## config.mk

```make
export PLATFORM = sky130hd
export DESIGN_NAME = rx_pause_frame_ctl
export DESIGN_NICKNAME = d
export VERILOG_FILES = /design/src/rtl/rx_pause_frame_ctl.sv
export SDC_FILE = /design/constraint.sdc
export NUM_CORES = 1
export LEC_CHECK = 0
export CORE_MARGIN = 4
export CORE_UTILIZATION = 60
export CTS_CLUSTER_DIAMETER = 50
export CTS_CLUSTER_SIZE = 25
export DETAILED_ROUTE_END_ITERATION = 8
export PLACE_DENSITY = 0.95
export SLEW_MARGIN = 25
export SYNTH_ARGS = -nofsm -noshare
export SYNTH_HDL_FRONTEND = slang
export SYNTH_SLANG_ARGS = --single-unit
```

## constraint.sdc

```tcl
create_clock -name CORETSE_AHBclk -period 7.01 [get_ports CORETSE_AHBclk]
set_input_delay 0.701 -clock CORETSE_AHBclk [delete_from_list [all_inputs] [get_ports CORETSE_AHBclk]]
set_output_delay 0.701 -clock CORETSE_AHBclk [all_outputs]
set_load 0.01 [all_outputs]
```

## src/rtl/rx_pause_frame_ctl.sv

```systemverilog
// Receive-side 802.3x PAUSE handler: parses RX bytes, loads pause quanta on a good frame, holds off TX.
// Optional: define CORETSE_PAUSE_UNICAST_DA_EN to also accept the station address as PAUSE DA.
module rx_pause_frame_ctl #(
  parameter logic [47:0] PAUSE_DA     = 48'h0180C2000001,
  parameter logic [15:0] CTRL_TYPE    = 16'h8808,
  parameter logic [15:0] PAUSE_OPCODE = 16'h0001
) (
  input  logic        CORETSE_AHBclk,
  input  logic        CORETSE_AHBrstn,
  input  logic        CORETSE_AHBclk_en,
  input  logic        CORETSE_AHBbyte_mode,
  input  logic        CORETSE_AHBpause_en,
  input  logic        CORETSE_AHBrx_dv,
  input  logic        CORETSE_AHBrx_sof,
  input  logic        CORETSE_AHBrx_eof,
  input  logic [7:0]  CORETSE_AHBrx_data,
  input  logic        CORETSE_AHBrx_fcs_ok,
  input  logic        CORETSE_AHBrx_err,
  output logic        CORETSE_AHBtx_pause,
  output logic        CORETSE_AHBpause_rcvd,
  output logic        CORETSE_AHBctrl_frame,
  output logic [15:0] CORETSE_AHBpause_timer
`ifdef CORETSE_PAUSE_UNICAST_DA_EN
  ,
  input  logic [47:0] CORETSE_AHBstation_addr
`endif
);

  typedef enum logic [1:0] {IDLE, HDR, MATCH, DISC} state_t;

  state_t      state_q, state_d, cur;
  logic        pen_s1_q, pen_q;
  logic [5:0]  cnt_q, cnt_d, idx;
  logic        mc_ok_q, mc_ok_d;
  logic        type_hi_q, type_hi_d, ctrl_ok_q, ctrl_ok_d;
  logic [15:0] quanta_q, quanta_d;
  logic [15:0] timer_q, timer_d;
  logic [6:0]  slot_q, slot_d;
  logic        pause_rcvd_q, ctrl_frame_q, ctrl_frame_d;
  logic        qual, mc_hit, uc_hit, hdr_bad, commit, slot_wrap;
`ifdef CORETSE_PAUSE_UNICAST_DA_EN
  logic        uc_ok_q, uc_ok_d;
`endif

  function automatic logic [7:0] da_byte(input logic [47:0] a, input logic [2:0] i);
    logic [7:0] r;
    r = a[7:0];
    if (i == 3'd0) r = a[47:40];
    else if (i == 3'd1) r = a[39:32];
    else if (i == 3'd2) r = a[31:24];
    else if (i == 3'd3) r = a[23:16];
    else if (i == 3'd4) r = a[15:8];
    return r;
  endfunction

  assign qual = CORETSE_AHBclk_en & CORETSE_AHBrx_dv;
  // sof forces byte 0 of a fresh header, whatever state the previous frame left behind
  assign cur  = CORETSE_AHBrx_sof ? HDR : state_q;
  assign idx  = CORETSE_AHBrx_sof ? 6'd0 : cnt_q;

  always_comb begin
    state_d      = state_q;
    cnt_d        = cnt_q;
    mc_ok_d      = mc_ok_q;
    type_hi_d    = type_hi_q;
    ctrl_ok_d    = ctrl_ok_q;
    quanta_d     = quanta_q;
    ctrl_frame_d = 1'b0;
    commit       = 1'b0;
    hdr_bad      = 1'b0;
    mc_hit       = 1'b0;
    uc_hit       = 1'b0;
`ifdef CORETSE_PAUSE_UNICAST_DA_EN
    uc_ok_d      = uc_ok_q;
`endif
    if (qual) begin
      cnt_d = CORETSE_AHBrx_sof ? 6'd1 : ((cnt_q == 6'd63) ? 6'd63 : cnt_q + 6'd1);
      if (CORETSE_AHBrx_sof) begin
        type_hi_d = 1'b0;
        ctrl_ok_d = 1'b0;
      end
      if (cur != IDLE) begin
        if (idx == 6'd12) type_hi_d = (CORETSE_AHBrx_data == CTRL_TYPE[15:8]);
        if (idx == 6'd13) ctrl_ok_d = type_hi_q & (CORETSE_AHBrx_data == CTRL_TYPE[7:0]);
      end
      if (cur == HDR) begin
        if (idx < 6'd6) begin
          // track multicast and unicast DA candidates separately; fail only when both lose
          mc_hit = (CORETSE_AHBrx_sof | mc_ok_q) &
                   (CORETSE_AHBrx_data == da_byte(PAUSE_DA, idx[2:0]));
`ifdef CORETSE_PAUSE_UNICAST_DA_EN
          uc_hit = (CORETSE_AHBrx_sof | uc_ok_q) &
                   (CORETSE_AHBrx_data == da_byte(CORETSE_AHBstation_addr, idx[2:0]));
          uc_ok_d = uc_hit;
`endif
          mc_ok_d = mc_hit;
          hdr_bad = ~(mc_hit | uc_hit);
        end else if (idx == 6'd12) hdr_bad = (CORETSE_AHBrx_data != CTRL_TYPE[15:8]);
        else if (idx == 6'd13) hdr_bad = (CORETSE_AHBrx_data != CTRL_TYPE[7:0]);
        else if (idx == 6'd14) hdr_bad = (CORETSE_AHBrx_data != PAUSE_OPCODE[15:8]);
        else if (idx == 6'd15) hdr_bad = (CORETSE_AHBrx_data != PAUSE_OPCODE[7:0]);
        else if (idx == 6'd16) quanta_d[15:8] = CORETSE_AHBrx_data;
        else if (idx == 6'd17) quanta_d[7:0]  = CORETSE_AHBrx_data;
        state_d = hdr_bad ? DISC : ((idx == 6'd17) ? MATCH : HDR);
      end else begin
        state_d = cur;
      end
      if (CORETSE_AHBrx_eof && cur != IDLE) begin
        ctrl_frame_d = ctrl_ok_d;
        commit       = (state_d == MATCH) & CORETSE_AHBrx_fcs_ok & ~CORETSE_AHBrx_err & pen_q;
        state_d      = IDLE;
      end
    end
  end

  assign slot_wrap = CORETSE_AHBbyte_mode ? (slot_q == 7'd126) : (slot_q == 7'd127);

  always_comb begin
    timer_d = timer_q;
    slot_d  = slot_q;
    if (commit) begin
      timer_d = quanta_d;
      slot_d  = '0;
    end else if (!pen_q) begin
      timer_d = '0;
      slot_d  = '0;
    end else if (timer_q != 16'd0) begin
      if (CORETSE_AHBclk_en) begin
        slot_d = slot_q + (CORETSE_AHBbyte_mode ? 7'd2 : 7'd1);
        if (slot_wrap) timer_d = timer_q - 16'd1;
      end
    end else begin
      slot_d = '0;
    end
  end

  always_ff @(posedge CORETSE_AHBclk or negedge CORETSE_AHBrstn) begin
    if (!CORETSE_AHBrstn) begin
      state_q      <= IDLE;
      pen_s1_q     <= 1'b0;
      pen_q        <= 1'b0;
      cnt_q        <= '0;
      mc_ok_q      <= 1'b0;
      type_hi_q    <= 1'b0;
      ctrl_ok_q    <= 1'b0;
      quanta_q     <= '0;
      timer_q      <= '0;
      slot_q       <= '0;
      pause_rcvd_q <= 1'b0;
      ctrl_frame_q <= 1'b0;
    end else begin
      state_q      <= state_d;
      pen_s1_q     <= CORETSE_AHBpause_en;
      pen_q        <= pen_s1_q;
      cnt_q        <= cnt_d;
      mc_ok_q      <= mc_ok_d;
      type_hi_q    <= type_hi_d;
      ctrl_ok_q    <= ctrl_ok_d;
      quanta_q     <= quanta_d;
      timer_q      <= timer_d;
      slot_q       <= slot_d;
      pause_rcvd_q <= commit;
      ctrl_frame_q <= ctrl_frame_d;
    end
  end

`ifdef CORETSE_PAUSE_UNICAST_DA_EN
  always_ff @(posedge CORETSE_AHBclk or negedge CORETSE_AHBrstn) begin
    if (!CORETSE_AHBrstn) uc_ok_q <= 1'b0;
    else                  uc_ok_q <= uc_ok_d;
  end
`endif

  assign CORETSE_AHBtx_pause    = (timer_q != 16'd0);
  assign CORETSE_AHBpause_rcvd  = pause_rcvd_q;
  assign CORETSE_AHBctrl_frame  = ctrl_frame_q;
  assign CORETSE_AHBpause_timer = timer_q;

endmodule

```

# == Word level (Yosys, flattened, before mapping) ==
# Index checks and enable logic that the tools add are counted.
# totals
reg_bits,54
latchBits,0
ram_bits,0
rom_bits,0
in_bits,18
output_inout_bits,19
elab_cells,112
memories,0
# op_classes
n_addsub,3
multipliers,0
div,0
order_cmp,1
n_eq_ne,25
shift,0
mux,55
n_bitwise,9
n_reduce_logical,7
# op_table
operator,n
$mux W16,12
$mux W8,9
$mux W7,4
$eq A6 B4 Y1 const B,4
$mux W1,20
$mux W6,3
$reduce_bool A16 Y1,1
$sub A16 B1 Y16 const B,1
$eq A7 B7 Y1 const B,2
$mux W2,7
$eq A6 B5 Y1 const B,2
$eq A8 B4 Y1 const B,1
$eq A8 B8 Y1,1
$eq A8 B8 Y1 const B,1
$ne A8 B1 Y1 const B,1
$ne A8 B4 Y1 const B,1
$ne A8 B8 Y1 const B,1
$reduce_bool A8 Y1,1
$add A7 B2 Y7,1
$add A6 B1 Y6 const B,1
$and A1 B1 Y1,6
$eq A3 B2 Y1 const B,2
$eq A6 B6 Y1 const B,1
$lt A6 B3 Y1 const B,1
13 further kinds,16

# == Logic depth before layout (Yosys ltp) ==
# logic_depth
word_depth,27
mapped_depth,9
mapped_depth_nobuf,9

# == Least setup slack after synthesis ==
# No wires, ideal clock.
# synth_timing
kind,register to output
from,reg timer_q[0] (netlist: CORETSE_AHBpause_timer[0])
to,out CORETSE_AHBtx_pause
arrival_ps,1759
required_ps,6309
slack_ps,4550
path_stages_with_launch,7
path_buffers,0
path_cell_list,dfrtp_1 > inv_1 > ha_1 > or4b_4 > or3_4 > nor3_4 > inv_1
# synth_between
elab_chain_cells,1
# synth_rtl
item,line,text
from (decl),37,"logic [15:0] timer_q, timer_d;"
from (signal assigned),160,timer_q <= timer_d;
$reduce_bool A16 Y1,174,assign CORETSE_AHBtx_pause = (timer_q != 16'd0);
to (decl),19,"output logic CORETSE_AHBtx_pause,"
# Every way passes these cells.

# == Worst setup path after layout ==
# Same ends and word-level chain as after synthesis.

==> results by group <==
Route
  – Total wire length: between 7000 and 8000 um
  – Routed length per instance: approximately 19 um
  – # DRC: 0
  – Detailed Routing Iterations Pass 1: 6
  – Iter 0 DRT Violations: between 300 and 400
  – Count of nets left with antenna violations after detail routing: 0
  – Via-to-Cell Ratio: 6.66
  – Via count: between 2000 and 3000

Global routing
  – Number of global-route vias before repair: 2631
  – Initial antenna violation count: 0
  – First-pass GRT wire length: between 10000 and 15000 um
  – Global routing usage summed across all routing layers: 0.259
  – Largest net degree at the start of global routing: 55
  – GRT Residual Overflow: 0

Critical path
  – Max stage delay cell, worst path: sky130_fd_sc_hd__or4b_4
  – Required time of the critical path: ~6.3 ns
  – Worst endpoint data arrival time: approximately 2.8 ns
  – Setup crit start kind: flop
  – Type of destination of the critical path: output pin
  – Most prevalent standard cell on the critical path: sky130_fd_sc_hd__inv_1
  – Critical Path Fanout Max: 5
  – Slowest stage delay, CP: between 0.5 and 0.6 ns
  – Critical-path cell list: inv_1, ha_1, or4b_4, or3_4, nor3_4, inv_1, clkdlybuf4s50_1
  – Critical setup path kind: flop to output pin

Cells and area
  – Sequential cell area in the final layout: about 1400 um^2
  – Diodes inserted: 0
  – Area added between synthesis and finish: 16.4%
  – Fill cells: 350
  – Cell Count, Final, Fillers Out: ~410
  – Layout Utilization: 0.739
  – Area of combinational cells with multiple inputs: ~1600 um^2
  – Fraction of layout instances using a drive strength above 1: 0.118
  – Final layout net count: between 300 and 400

Worst hold path
  – Class of the tightest hold or removal check: flop to flop

Place
  – RD Place Congestion: a little under 0.9
  – Number of port buffers: 36
  – Placed Instances: 399
  – HPWL after detailed placement: ~5200 um

Floorplanning
  – Area enclosed by the die boundary: between 6000 and 7000 um^2
  – Effective utilization at floorplan: 0.635
  – X dimension of the die: between 70 and 80 um
  – Vert. Die Dim: slightly below 80 um
  – Ports: 37
  – FP Rows: 25
  – Core outline area: 4820 um^2

Yosys
  – Number of cells produced by synthesis: 311
  – Mean instance size in the synthesized netlist: 9.83 um^2
  – Distinct cells, synth: a little under 60
  – Sequential element share of the synthesized area: 0.442
  – Number of synthesis warnings: 0
  – FFs w/ async S/R, synth: 1.00
  – Number of flip-flops and latches in the synthesized netlist: between 50 and 60
  – Number of nets in the synthesized netlist: roughly 330
  – Cell Area, Synth: roughly 3000 um^2
  – Number of enable-type register cells in the synthesized netlist: 0
  – Main flop type after synthesis: sky130_fd_sc_hd__dfrtp_1

Pwr
  – Portion of total power attributed to the clock network: 0.348
  – Cell internal power dissipation: between 400 and 500 uW
  – Switching power total: 172 uW
  – Leakage power: approximately 0.0015 uW
  – Comb pwr share: 0.109
  – Power density over cell area: between 150 and 200 nW/um^2
  – Sw Ratio: 0.273
  – Worst supply voltage drop on vdd: roughly 140 uV
  – Fraction of power consumed by sequential logic: 0.543

Clocking
  – Clock network latency to the later pin of the worst-skew pair: about 0.32 ns
  – Number of buffers inserted during clock tree synthesis: 5
  – Clk buf depth: 2
  – Post-CTS setup-driven buffer insertion count: 0
  – Count of hold buffers inserted by post-cts repair: 0
  – Clock input transition at the sequential cells of the worst setup and hold paths: ~0.1 ns
  – Clock root buffer master: sky130_fd_sc_hd__clkbuf_8
  – Clock tree from TritonCTS: yes
  – Count of instances resized after the clock tree is built: 0
  – CTS H-tree lvls: 2
  – Number of sinks on the clock net: 54

Timing
  – Slew margin rel.: 0.449
  – Number of setup violations in the final report: 0
  – RSZ-0062 raised after global routing: no
  – Final period demand of the worst path: between 3 and 4 ns
  – Total count of max-transition violations in the final report: 0
  – Aggregate negative setup slack: 0 ns
  – Highest attainable clock frequency: 288 MHz
  – Clk_skew: a little under 0.008 ns
  – Post-route fraction of the period consumed by the critical path: 0.495
  – Number of failing hold endpoints at the final stage: 0
  – Slew of the pin with the lowest slew margin: roughly 0.82 ns

Status
  – Outcome: completed

Flow run
  – Number of maximum-capacitance constraint violations: 0
## per-layer routing
metal  track usage  wire (um)  up-vias
li1              -          -     1236
met1         0.342       3140     1295
met2         0.418       3730      158
met3        0.0643        589       21
met4        0.0911        154        0
met5             0          0        -
## path summary, 6_finish.rpt
| path | from | endpoint | slack (ns) | cells past startpoint |
|---|---|---|---|---|
| max in group asynchronous | CORETSE_AHBrstn | slot_q[3] | 6.08 | 2 |
| hold / removal | pen_s1_q | pen_q | 0.36 | 0 |
| hold reg to reg | pen_s1_q | pen_q | 0.36 | 0 |
| min in group asynchronous | CORETSE_AHBrstn | cnt_q[0] | 0.47 | 2 |
| setup / recovery | CORETSE_AHBpause_timer[0] | CORETSE_AHBtx_pause | 3.54 | 7 |
| setup reg to reg | CORETSE_AHBpause_timer[0] | CORETSE_AHBpause_timer[1] | 4.27 | 8 |
## synth_stat cells, types with 3 or more instances
| cell | number | area share |
|---|---|---|
| sky130_fd_sc_hd__dfrtp_1 | 54 | 0.44 |
| sky130_fd_sc_hd__nand2_1 | 30 | 0.037 |
| sky130_fd_sc_hd__mux2_2 | 16 | 0.059 |
| sky130_fd_sc_hd__nor2_1 | 16 | 0.020 |
| sky130_fd_sc_hd__a21oi_1 | 15 | 0.025 |
| sky130_fd_sc_hd__o211ai_1 | 14 | 0.034 |
| sky130_fd_sc_hd__nor3_1 | 13 | 0.021 |
| sky130_fd_sc_hd__nand3_1 | 12 | 0.020 |
| sky130_fd_sc_hd__a31oi_1 | 10 | 0.020 |
| sky130_fd_sc_hd__clkbuf_1 | 10 | 0.012 |
| sky130_fd_sc_hd__o21ai_0 | 10 | 0.016 |
| sky130_fd_sc_hd__inv_1 | 9 | 0.011 |
| sky130_fd_sc_hd__nand4_1 | 7 | 0.014 |
| sky130_fd_sc_hd__nor4_1 | 7 | 0.014 |
| sky130_fd_sc_hd__a22o_1 | 5 | 0.014 |
| sky130_fd_sc_hd__o311ai_0 | 5 | 0.014 |
| sky130_fd_sc_hd__or3_1 | 5 | 0.010 |
| sky130_fd_sc_hd__a32oi_1 | 4 | 0.011 |
| sky130_fd_sc_hd__ha_1 | 4 | 0.016 |
| sky130_fd_sc_hd__nand2b_1 | 4 | 0.0082 |
| sky130_fd_sc_hd__nor2b_1 | 4 | 0.0082 |
| sky130_fd_sc_hd__xor2_1 | 4 | 0.011 |
| sky130_fd_sc_hd__nor4b_1 | 3 | 0.0086 |
| sky130_fd_sc_hd__xnor2_1 | 3 | 0.0086 |
## cell usage in the layout (no fill, tap or decap), drive strengths merged, types with 3 or more instances in the layout
cell           instances
nand3                 12
inv                   10
ha                     4
o31ai                  3
a21oi                 16
nor2b                  4
mux2                  16
dfrtp                 54
o21ai                 12
nand2                 30
and2                   3
nor3                  14
nor2                  16
xor2                   4
a2111oi                3
a31oi                 10
a32oi                  4
nor4b                  3
nand2b                 4
o211ai                14
or3                    6
o311ai                 6
clkbuf                 5
nor4                   8
a22o                   5
clkdlybuf4s50         35
xnor2                  3
buf                    3
nand4                  7
## registers in the layout (all words and copies together), names as in the netlist
name	flops
quanta_q	16
state_q	2
cnt_q	6
pen_s1_q	1
CORETSE_AHBpause_timer	16
pen_q	1
CORETSE_AHBpause_rcvd	1
CORETSE_AHBctrl_frame	1
ctrl_ok_q	1
type_hi_q	1
mc_ok_q	1
slot_q	7
## power by group through the flow
stage | registers [uW] | logic (uW) | clock network, uW
floorplan | 332 | 51.5 | 0
global placement | 346 | 65.0 | 0
detailed placement | 347 | 67.7 | 0
CTS | 341 | 68.1 | 219
global route | 344 | 75.2 | 234
finish | 342 | 68.4 | 219
## through the flow
stage / setup slack, ns / instance area, um^2 / power (uW) / hold slack (ns)
after floorplan: 4.55 / 3060 / 384 / 0.331
after global placement: 3.30 / 3440 / 411 / 0.333
after detailed placement: 3.15 / 3440 / 415 / 0.336
after CTS: 3.45 / 3550 / 628 / 0.360
after global routing: 3.29 / 3560 / 654 / 0.369
final: 3.54 / 3560 / 630 / 0.358
## logic make-up (layout without fill, tap and decap cells)
| family | after synthesis | in the layout | share of synthesized area |
|---|---|---|---|
| and+or+nand+nor | 117 | 117 | 0.216 |
| AOI/OAI and AO/OA | 83 | 83 | 0.193 |
| DFF | 54 | 54 | 0.442 |
| buffers and inverters | 27 | 56 | 0.0413 |
| muxes | 18 | 18 | 0.0655 |
| xor gates and xnor gates | 7 | 7 | 0.0200 |
| adders and majority gates | 5 | 5 | 0.0229 |
## critical path, delay by kind of cell, from the launching register on
kind | cells | cell delay [ns]
fa+ha+maj | 1 | 0.20
flops | 1 | 0.43
simple gates | 3 | 1.11
buf+inv | 3 | 0.70
## cell type report
type | count | share of cell area
Clock buffer | 5 | 0.0193
Clock inverter | 3 | 0.0134
Inverter | 10 | 0.0105
Multi-Input combinational cell | 230 | 0.450
Sequential cell | 54 | 0.379
Tap cell | 67 | 0.0235
Timing Repair Buffer | 38 | 0.104
Note: power is estimated with default switching activity, not from simulation.
